File: config.mk
export PLATFORM = sky130hd
export DESIGN_NAME = keypad_scan
export DESIGN_NICKNAME = d
export VERILOG_FILES = /design/src/rtl/keypad_pkg.sv /design/src/rtl/keypad_scan_tick.sv /design/src/rtl/keypad_scan.sv
export SDC_FILE = /design/constraint.sdc
export NUM_CORES = 1
export LEC_CHECK = 0
export ABC_CLOCK_PERIOD_IN_PS = 6800
export CAP_MARGIN = 20
export CORE_ASPECT_RATIO = 1.1
export CORE_MARGIN = 1
export CORE_UTILIZATION = 55
export DETAILED_ROUTE_END_ITERATION = 8
export PLACE_DENSITY = 0.75
export SYNTH_ARGS = -nofsm -noshare
export SYNTH_HDL_FRONTEND = slang
export SYNTH_SLANG_ARGS = --single-unit
export TNS_END_PERCENT = 20
File: constraint.sdc
create_clock -name clk -period 6.8 [get_ports clk]
set_clock_uncertainty 0.1 [all_clocks]
set_input_delay 1.02 -clock clk [delete_from_list [all_inputs] [get_ports clk]]
set_output_delay 1.02 -clock clk [all_outputs]
set_load 0.02 [all_outputs]
File: src/rtl/keypad_pkg.sv
// Shared types and helpers for the 4x4 keypad scanner.
package keypad_pkg;

    typedef enum logic [1:0] {
        SCAN     = 2'd0,
        DEBOUNCE = 2'd1,
        PRESSED  = 2'd2
    } state_t;

    localparam logic [3:0] ROW_IDLE = 4'b1111;
    localparam logic [3:0] ROW0     = 4'b1110;
    localparam logic [3:0] COL_IDLE = 4'b1111;

    typedef struct packed {
        logic       valid;
        logic [1:0] idx;
    } col_hit_t;

    // Exactly one low column is a key; none or several low is "no key".
    function automatic col_hit_t onehot_low_idx(input logic [3:0] cols);
        col_hit_t hit;
        case (cols)
            4'b1110: hit = {1'b1, 2'd0};
            4'b1101: hit = {1'b1, 2'd1};
            4'b1011: hit = {1'b1, 2'd2};
            4'b0111: hit = {1'b1, 2'd3};
            default: hit = {1'b0, 2'd0};
        endcase
        return hit;
    endfunction

endpackage

File: src/rtl/keypad_scan_tick.sv
// Free-running SCAN_DIV-bit divider; tick_c is high for the one clk where the count is all-ones.
module scan_tick #(
    parameter int unsigned SCAN_DIV = 16
) (
    input  logic clk,
    input  logic rst,
    output logic tick_c
);

    logic [SCAN_DIV-1:0] cnt;

    always_ff @(posedge clk or posedge rst) begin
        if (rst) begin
            cnt <= '0;
        end else begin
            cnt <= cnt + SCAN_DIV'(1);
        end
    end

    assign tick_c = &cnt;

endmodule

File: src/rtl/keypad_scan.sv
// 4x4 matrix keypad scanner: row strobe, column sync, press/release debounce, one code per press.
// Optional auto-repeat while a key is held is enabled by defining KEYPAD_REPEAT_EN.
module keypad_scan
    import keypad_pkg::*;
#(
    parameter int unsigned SCAN_DIV       = 16,
    parameter int unsigned DEBOUNCE_TICKS = 4,
    parameter int unsigned REPEAT_TICKS   = 50
) (
    input  logic       clk,
    input  logic       rst,
    input  logic [3:0] col_in,
    output logic [3:0] row_out,
    output logic [3:0] key_code,
    output logic       key_valid,
    output logic       key_down
);

    localparam int unsigned MAX_TICKS = (DEBOUNCE_TICKS > REPEAT_TICKS) ? DEBOUNCE_TICKS : REPEAT_TICKS;
    localparam int unsigned CNT_W     = $clog2(MAX_TICKS) + 1;
    localparam logic [CNT_W-1:0] DB_LIMIT = CNT_W'(DEBOUNCE_TICKS);

    function automatic logic [CNT_W-1:0] sat_inc(input logic [CNT_W-1:0] v);
        return (&v) ? v : v + CNT_W'(1);
    endfunction

    state_t           state, state_nxt;
    logic             tick, accept;
    logic [3:0]       col_meta, col_sync;
    logic [3:0]       pat, pat_nxt;
    logic [1:0]       row_idx, row_idx_nxt;
    logic [3:0]       row_out_nxt, key_code_nxt;
    logic             key_valid_nxt, key_down_nxt;
    logic [CNT_W-1:0] dbcnt, dbcnt_nxt, relcnt, relcnt_nxt;
    col_hit_t         col_hit;
`ifdef KEYPAD_REPEAT_EN
    localparam logic [CNT_W-1:0] RPT_LIMIT = CNT_W'(REPEAT_TICKS);
    logic [CNT_W-1:0] rptcnt, rptcnt_nxt;
`endif

    scan_tick #(.SCAN_DIV(SCAN_DIV)) u_tick (
        .clk    (clk),
        .rst    (rst),
        .tick_c (tick)
    );

    // Two-flop synchronizer for the asynchronous column returns.
    always_ff @(posedge clk or posedge rst) begin
        if (rst) begin
            col_meta <= COL_IDLE;
            col_sync <= COL_IDLE;
        end else begin
            col_meta <= col_in;
            col_sync <= col_meta;
        end
    end

    assign col_hit     = onehot_low_idx(col_sync);
    assign row_out_nxt = ROW_IDLE ^ (4'b0001 << row_idx_nxt);

    always_ff @(posedge clk or posedge rst) begin
        if (rst) begin
            state     <= SCAN;
            row_idx   <= 2'd0;
            row_out   <= ROW0;
            pat       <= COL_IDLE;
            dbcnt     <= '0;
            relcnt    <= '0;
            key_code  <= 4'd0;
            key_valid <= 1'b0;
            key_down  <= 1'b0;
`ifdef KEYPAD_REPEAT_EN
            rptcnt    <= '0;
`endif
        end else begin
            state     <= state_nxt;
            row_idx   <= row_idx_nxt;
            row_out   <= row_out_nxt;
            pat       <= pat_nxt;
            dbcnt     <= dbcnt_nxt;
            relcnt    <= relcnt_nxt;
            key_code  <= key_code_nxt;
            key_valid <= key_valid_nxt;
            key_down  <= key_down_nxt;
`ifdef KEYPAD_REPEAT_EN
            rptcnt    <= rptcnt_nxt;
`endif
        end
    end

    always_comb begin
        state_nxt     = state;
        row_idx_nxt   = row_idx;
        pat_nxt       = pat;
        dbcnt_nxt     = dbcnt;
        relcnt_nxt    = relcnt;
        key_code_nxt  = key_code;
        key_valid_nxt = 1'b0;
        key_down_nxt  = key_down;
        accept        = 1'b0;
`ifdef KEYPAD_REPEAT_EN
        rptcnt_nxt    = rptcnt;
`endif
        if (tick) begin
            case (state)
                SCAN: begin
                    if (col_hit.valid) begin
                        pat_nxt   = col_sync;
                        dbcnt_nxt = CNT_W'(1);
                        if (dbcnt_nxt >= DB_LIMIT) begin
                            accept = 1'b1;
                        end else begin
                            state_nxt = DEBOUNCE;
                        end
                    end else begin
                        row_idx_nxt = row_idx + 2'd1;
                    end
                end
                DEBOUNCE: begin
                    // A mismatch drops back to SCAN on the same row so it is re-sampled next tick.
                    if (col_sync == pat) begin
                        dbcnt_nxt = sat_inc(dbcnt);
                        if (dbcnt_nxt >= DB_LIMIT) begin
                            accept = 1'b1;
                        end
                    end else begin
                        state_nxt = SCAN;
                        dbcnt_nxt = '0;
                    end
                end
                PRESSED: begin
                    relcnt_nxt = (col_sync == COL_IDLE) ? sat_inc(relcnt) : '0;
                    if (relcnt_nxt >= DB_LIMIT) begin
                        state_nxt    = SCAN;
                        key_down_nxt = 1'b0;
                        relcnt_nxt   = '0;
                        row_idx_nxt  = row_idx + 2'd1;
                    end
`ifdef KEYPAD_REPEAT_EN
                    if (col_sync == pat) begin
                        rptcnt_nxt = sat_inc(rptcnt);
                        if (rptcnt_nxt >= RPT_LIMIT) begin
                            rptcnt_nxt    = '0;
                            key_valid_nxt = 1'b1;
                        end
                    end else begin
                        rptcnt_nxt = '0;
                    end
`endif
                end
                default: state_nxt = SCAN;
            endcase
        end
        // On acceptance col_sync equals the latched pattern, so its index is the key column.
        if (accept) begin
            state_nxt     = PRESSED;
            key_code_nxt  = {row_idx, col_hit.idx};
            key_valid_nxt = 1'b1;
            key_down_nxt  = 1'b1;
            dbcnt_nxt     = '0;
            relcnt_nxt    = '0;
`ifdef KEYPAD_REPEAT_EN
            rptcnt_nxt    = '0;
`endif
        end
    end

endmodule

==> results of run 1 <==
[state kept, by name (all words and copies together) (netlist names)]
signal / flops
col_meta: 4
u_tick.cnt: 16
key_down: 1
key_valid: 1
row_idx: 2
row_out: 4
key_code: 4
state: 2
relcnt: 7
pat: 4
col_sync: 4
dbcnt: 7
[synthesized netlist by cell type (3+ instances only)]
| library cell | instances |
|---|---|
| dfrtp_1 | 41 |
| nand2_1 | 26 |
| xnor2_1 | 16 |
| dfstp_2 | 15 |
| nand3_1 | 13 |
| and2_1 | 12 |
| nor3_1 | 9 |
| nor2_1 | 8 |
| inv_1 | 7 |
| xor2_1 | 7 |
| and3_1 | 6 |
| a21oi_1 | 5 |
| nand4_1 | 5 |
| mux2_1 | 4 |
| mux2i_1 | 4 |
| nor2b_1 | 4 |
| o21ai_1 | 4 |
| clkbuf_1 | 3 |
| ha_1 | 3 |
| o21ai_0 | 3 |
| or3_1 | 3 |
[metal layers]
| metal | up-vias | global-route usage (%) | share of wire, % |
|---|---|---|---|
| met4 | 0 | 6.38 | 1.5 |
| li1 | 839 | - | - |
| met1 | 827 | 22.0 | 45 |
| met2 | 22 | 33.7 | 51 |
| met5 | - | 0 | 0 |
| met3 | 7 | 3.73 | 2.4 |
[worst max-delay path by stage]
stage                   from    endpoint  slack (ns)  cells past startpoint
3_5_place_dp   u_tick.cnt[0]    dbcnt[0]        4.44                      7
2_1_floorplan            rst    dbcnt[0]        4.33                      1
5_1_grt           row_out[2]  row_out[2]        4.21                      1
6_report          row_out[3]  row_out[3]        4.26                      1
3_3_place_gp   u_tick.cnt[0]    dbcnt[0]        4.54                      7
4_1_cts           row_out[3]  row_out[3]        4.24                      1
[power groups by stage]
stage	combinational [mW]	sequential, mW	clock (mW)
floorplan	0.00996	0.345	0
global placement	0.0144	0.346	0
detailed placement	0.0145	0.346	0
CTS	0.0145	0.340	0.188
global route	0.0159	0.341	0.201
finish	0.0138	0.340	0.181
[stage by stage]
step                      utilization (%)  worst slack, ns  instance area (sq um)
after detailed placement             62.9             4.44                   2760
after global routing                 65.1             4.21                   2850
final                                65.1             4.26                   2850
after global placement               62.9             4.54                   2760
after CTS                            65.1             4.24                   2850
after floorplan                         -             4.33                   2540
[cells by family (layout without fill, tap and decap cells)]
kind of cell,count (synthesis),in the layout,share of synthesized area [%]
buffers and inverters,11,32,1.62
AND/OR/NAND/NOR,97,97,20.8
multiplexers,8,8,3.35
AO/OA/AOI/OAI,30,30,8.96
XOR/XNOR,23,23,7.92
flip-flops,56,56,55.9
adder cells (fa/ha/maj),3,3,1.48
[final cells by class]
cell class                      count  area share [%]
Inverter                            8            1.05
Clock buffer                        6            2.90
Tap cell                           54            2.37
Timing Repair Buffer               16            5.53
Multi-Input combinational cell    161            37.9
Sequential cell                    56            49.8
Clock inverter                      2           0.351
==> flow_metrics.env, run 1 <==
export IMPL_holdPathEnd="col_sync[3]"
export IMPL_final_cell_mix="41 x dfrtp_1, 26 x nand2_1, 16 x xnor2_1"
export IMPL_antenna_cells=0
export IMPL_synth_avg_cell_area_sq_um=11.2
export IMPL_finalNetCount=257
export IMPL_wl_per_cell_microns=13.3
export IMPL_p_sw_mw=0.111
export IMPL_rrSetupSlack_ns=4.43
export IMPL_place_inst=295
export IMPL_start_util_pct=58.1
export IMPL_finalMaxSlewViolations=0
export IMPL_wl_microns=4040
export IMPL_leakage_nw=1.29
export IMPL_hold_path_class="reg -> reg"
export IMPL_antenna_found_initial=0
export IMPL_fin_tns_setup_ns=0
export IMPL_ys_seq_area_share_pct=55.9
export IMPL_register_area_sq_um=1420
export IMPL_swShare_pct=20.8
export IMPL_worstHoldStart="col_meta[3]"
export IMPL_yosys_warnings=0
export IMPL_fill_cells=354
export IMPL_slew_headroom_pct=55.3
export IMPL_required_ns=5.68
export IMPL_grt_pass1_vias=1591
export IMPL_via_per_inst=5.59
export IMPL_worstHoldPathCells=0
export IMPL_cts_tree="yes"
export IMPL_synthFlopType="dfrtp_1"
export IMPL_grt_pass1_wl_microns=6910
export IMPL_crit_family="buffers and inverters"
export IMPL_post_cts_resized=0
export IMPL_max_freq_mhz=394
export IMPL_syn_num_nets=237
export IMPL_hold_ws_ns=0.261
export IMPL_yosysTopAreaCellShare_pct=40.4
export IMPL_setup_viol=0
export IMPL_fp_coreArea_sq_um=4380
export IMPL_critical_path_arrival_ns=1.42
export IMPL_dieArea_sq_um=4900
export IMPL_yosys_area_top_type="dfrtp_1"
export IMPL_clockRootBuffer="clkbuf_8"
export IMPL_clk_latency_ns=0.31
export IMPL_ioPinCount=16
export IMPL_stdcell_count=303
export IMPL_power_density_nw_per_um2=188
export IMPL_clk_pin_slew_worst_paths_ns=0.09
export IMPL_ir_drop_mv=0.121
export IMPL_synth_cell_types=46
export IMPL_htreeDepth=2
export IMPL_hold_buffers=0
export IMPL_r2r_end="dbcnt[0]"
export IMPL_crit_type="reg -> out"
export IMPL_synth_cells=228
export IMPL_slowest_stage="clkdlybuf4s50_1"
export IMPL_multi_input_area_sq_um=1080
export IMPL_cts_buffer_depth=2
export IMPL_end_kind="primary output"
export IMPL_ant_nets=0
export IMPL_die_h_microns=73.3
export IMPL_drive_gt1_share_pct=14.5
export IMPL_synth_area_leaders="dfrtp_1 40%, dfstp_2 16%, xnor2_1 5.5%, nand2_1 3.8%, and2_1 3.0%"
export IMPL_synth_seq_cells=56
export IMPL_final_common_cell="dfrtp_1"
export IMPL_netlist_area_sq_um=2540
export IMPL_grt_max_degree=57
export IMPL_cpPeakStageDelay_ns=0.59
export IMPL_maxCapViolations=0
export IMPL_hpwl_microns=2880
export IMPL_seqPwrFrac_pct=63.5
export IMPL_fin_crit_sh_pct=37.3
export IMPL_numClockSinks=56
export IMPL_power_mw=0.535
export IMPL_rsz0062_at_grt="no"
export IMPL_num_vias=1695
export IMPL_overflow=0
export IMPL_pwr_share_clk_pct=33.9
export IMPL_io_buffers=15
export IMPL_first_pass_iters=4
export IMPL_outcome="finished clean"
export IMPL_path_buf_inv=1
export IMPL_period_needed_ns=2.54
export IMPL_grt_util_all_layers_pct=18.7
export IMPL_path_cells="clkdlybuf4s50_1"
export IMPL_async_reset_ff_share_pct=100
export IMPL_syn_to_final_growth_pct=12.1
export IMPL_fp_dieW_microns=66.8
export IMPL_synth_edf_count=0
export IMPL_worst_path_max_fanout=1
export IMPL_r2r_start="u_tick.cnt[0]"
export IMPL_drt_iter0_drc=81
export IMPL_ff2ff_path_depth=7
export IMPL_hold_violations=0
export IMPL_post_cts_buffers=0
export IMPL_rows=25
export IMPL_combPwrFrac_pct=2.6
export IMPL_worst_pin_slew_ns=0.670
export IMPL_cp_start_kind="register"
export IMPL_drc=0
export IMPL_internal_power_mw=0.424
export IMPL_gp_congestion=0.788
export IMPL_cts_made_buffers=5
No activity file was read; power rests on OpenSTA's default activity.
==> inputs of run 2 (changes only) <==
--- a/config.mk
+++ b/config.mk
@@ -5,13 +5,13 @@
 export SDC_FILE = /design/constraint.sdc
 export NUM_CORES = 1
 export LEC_CHECK = 0
-export ABC_CLOCK_PERIOD_IN_PS = 6800
+export ABC_CLOCK_PERIOD_IN_PS = 2300
 export CAP_MARGIN = 20
 export CORE_ASPECT_RATIO = 1.1
 export CORE_MARGIN = 1
-export CORE_UTILIZATION = 55
+export CORE_UTILIZATION = 52
 export DETAILED_ROUTE_END_ITERATION = 8
-export PLACE_DENSITY = 0.75
+export PLACE_DENSITY = 0.74
 export SYNTH_ARGS = -nofsm -noshare
 export SYNTH_HDL_FRONTEND = slang
 export SYNTH_SLANG_ARGS = --single-unit
==> constraint.sdc (replaced) <==
create_clock -name clk -period 2.3 [get_ports clk]
set_clock_uncertainty 0.1 [all_clocks]
set_input_delay 0.345 -clock clk [delete_from_list [all_inputs] [get_ports clk]]
set_output_delay 0.345 -clock clk [all_outputs]
set_load 0.02 [all_outputs]
==> flow_metrics.env, run 2 (synthesis results as in run 1) <==
export IMPL_drc=0
export IMPL_num_vias=1745
export IMPL_pwr_share_clk_pct=34.4
export IMPL_overflow=0
export IMPL_hold_path_class="reg -> reg"
export IMPL_grt_pass1_wl_microns=7330
export IMPL_fp_coreArea_sq_um=4680
export IMPL_drive_gt1_share_pct=17.9
export IMPL_antenna_cells=0
export IMPL_outcome="finished clean"
export IMPL_path_cells="ha_4 > nand4_4 > or4_4 > a311o_4 > o21bai_1 > a21oi_1 > a21o_1"
export IMPL_grt_util_all_layers_pct=19.2
export IMPL_dpl_worst_slack_ns=-0.0164
export IMPL_start_util_pct=54.3
export IMPL_required_ns=2.46
export IMPL_gp_congestion=0.753
export IMPL_hold_ws_ns=0.261
export IMPL_dpl_instance_area_sq_um=2820
export IMPL_slowest_stage="or4_4"
export IMPL_io_buffers=15
export IMPL_syn_to_final_growth_pct=16.2
export IMPL_ant_nets=0
export IMPL_seqPwrFrac_pct=62.8
export IMPL_clk_latency_ns=0.32
export IMPL_final_setup_worst_slack_ns=0.209
export IMPL_final_cell_mix="41 x dfrtp_1, 26 x nand2_1, 16 x xnor2_1"
export IMPL_max_freq_mhz=478
export IMPL_utilization_pct=63.1
export IMPL_rows=26
export IMPL_setup_viol=0
export IMPL_via_per_inst=5.58
export IMPL_finalNetCount=265
export IMPL_regMostFlops="u_tick.cnt"
export IMPL_fp_dieW_microns=68.7
export IMPL_clk_pin_slew_worst_paths_ns=0.10
export IMPL_combPwrFrac_pct=2.8
export IMPL_finalMaxSlewViolations=0
export IMPL_slew_headroom_pct=65.5
export IMPL_end_kind="register"
export IMPL_routedLengthMet1_microns=1880
export IMPL_cts_tree="yes"
export IMPL_dieArea_sq_um=5170
export IMPL_wl_met3_microns=101
export IMPL_grt_max_degree=26
export IMPL_rsz0062_at_grt="no"
export IMPL_maxCapViolations=0
export IMPL_fin_crit_sh_pct=90.9
export IMPL_first_pass_iters=4
export IMPL_htreeDepth=2
export IMPL_wl_microns=4150
export IMPL_die_h_microns=75.3
export IMPL_antenna_found_initial=0
export IMPL_power_density_nw_per_um2=542
export IMPL_swShare_pct=22.5
export IMPL_critical_path_arrival_ns=2.25
export IMPL_drt_iter0_drc=47
export IMPL_crit_type="reg -> reg"
export IMPL_top_regs="u_tick.cnt: 16 flops, dbcnt: 7 flops, relcnt: 7 flops"
export IMPL_period_needed_ns=2.09
export IMPL_hpwl_microns=3070
export IMPL_wl_per_cell_microns=13.3
export IMPL_met2RoutedLength_microns=2060
export IMPL_cts_made_buffers=5
export IMPL_numClockSinks=56
export IMPL_worst_pin_slew_ns=0.517
export IMPL_ioPinCount=16
export IMPL_p_sw_mw=0.361
export IMPL_highest_layer="met4"
export IMPL_clockRootBuffer="clkbuf_8"
export IMPL_worst_path_max_fanout=9
export IMPL_grt_pass1_vias=1682
export IMPL_final_common_cell="dfrtp_1"
export IMPL_hold_buffers=0
export IMPL_design_area_sq_um=2960
export IMPL_cp_start_kind="register"
export IMPL_ir_drop_mv=0.437
export IMPL_cts_buffer_depth=2
export IMPL_hold_violations=0
export IMPL_cpPeakStageDelay_ns=0.45
export IMPL_fin_tns_setup_ns=0
export IMPL_internal_power_mw=1.24
export IMPL_largest_reg_flops=16
export IMPL_leakage_nw=1.32
run 2: cell type report:
cell class / count / area, sq um
fill: 391 / 1730
sequential: 56 / 1420
multi-input combinational: 161 / 1110
timing repair buffer: 24 / 230
tap: 56 / 70.1
clock buffer: 5 / 68.8
inverter: 8 / 30.0
clock inverter: 3 / 26.3
run 2: metal layers:
metal,global-route usage [%],vias up
met3,4.64,11
met2,33.1,20
met4,8.56,0
li1,-,865
met1,22.5,849
met5,0,-
run 2: power by group through the flow:
| stage | sequential (mW) | clock (mW) | combinational (mW) |
|---|---|---|---|
| final | 1.01 | 0.551 | 0.0455 |
| after global routing | 1.01 | 0.605 | 0.0528 |
| after CTS | 1.01 | 0.581 | 0.0479 |
| after detailed placement | 1.02 | 0 | 0.0478 |
| after global placement | 1.02 | 0 | 0.0471 |
| after floorplan | 1.02 | 0 | 0.0295 |
run 2: worst paths after layout:
path                                     from           to  slack, ns  cells past startpoint
worst min register to register    col_meta[3]  col_sync[3]       0.26                      0
min in group asynchronous                 rst    key_valid       0.27                      2
worst max register to register  u_tick.cnt[0]     dbcnt[0]       0.21                      7
worst max-delay path            u_tick.cnt[0]     dbcnt[0]       0.21                      7
max in group asynchronous                 rst       pat[1]       1.25                      3
worst min-delay path              col_meta[3]  col_sync[3]       0.26                      0
run 2: worst max-delay path: cells and delay by family, from the launching register on:
family	cells	cell delay, ns
compound gates	4	0.77
fa+ha+maj	1	0.17
flops	1	0.41
simple gates	2	0.58
run 2: per-stage QoR:
step | instances | total power [mW]
floorplan | 228 | 1.05
finish | 313 | 1.60
global route | 313 | 1.66
CTS | 313 | 1.63
global placement | 304 | 1.07
detailed placement | 304 | 1.07
run 2: repair_timing:
item                                    in CTS  in global routing
resized for setup                            2                  3
buffers inserted                             1                  0
endpoints found under the setup margin       1                  5
pin swaps                                    0                  2
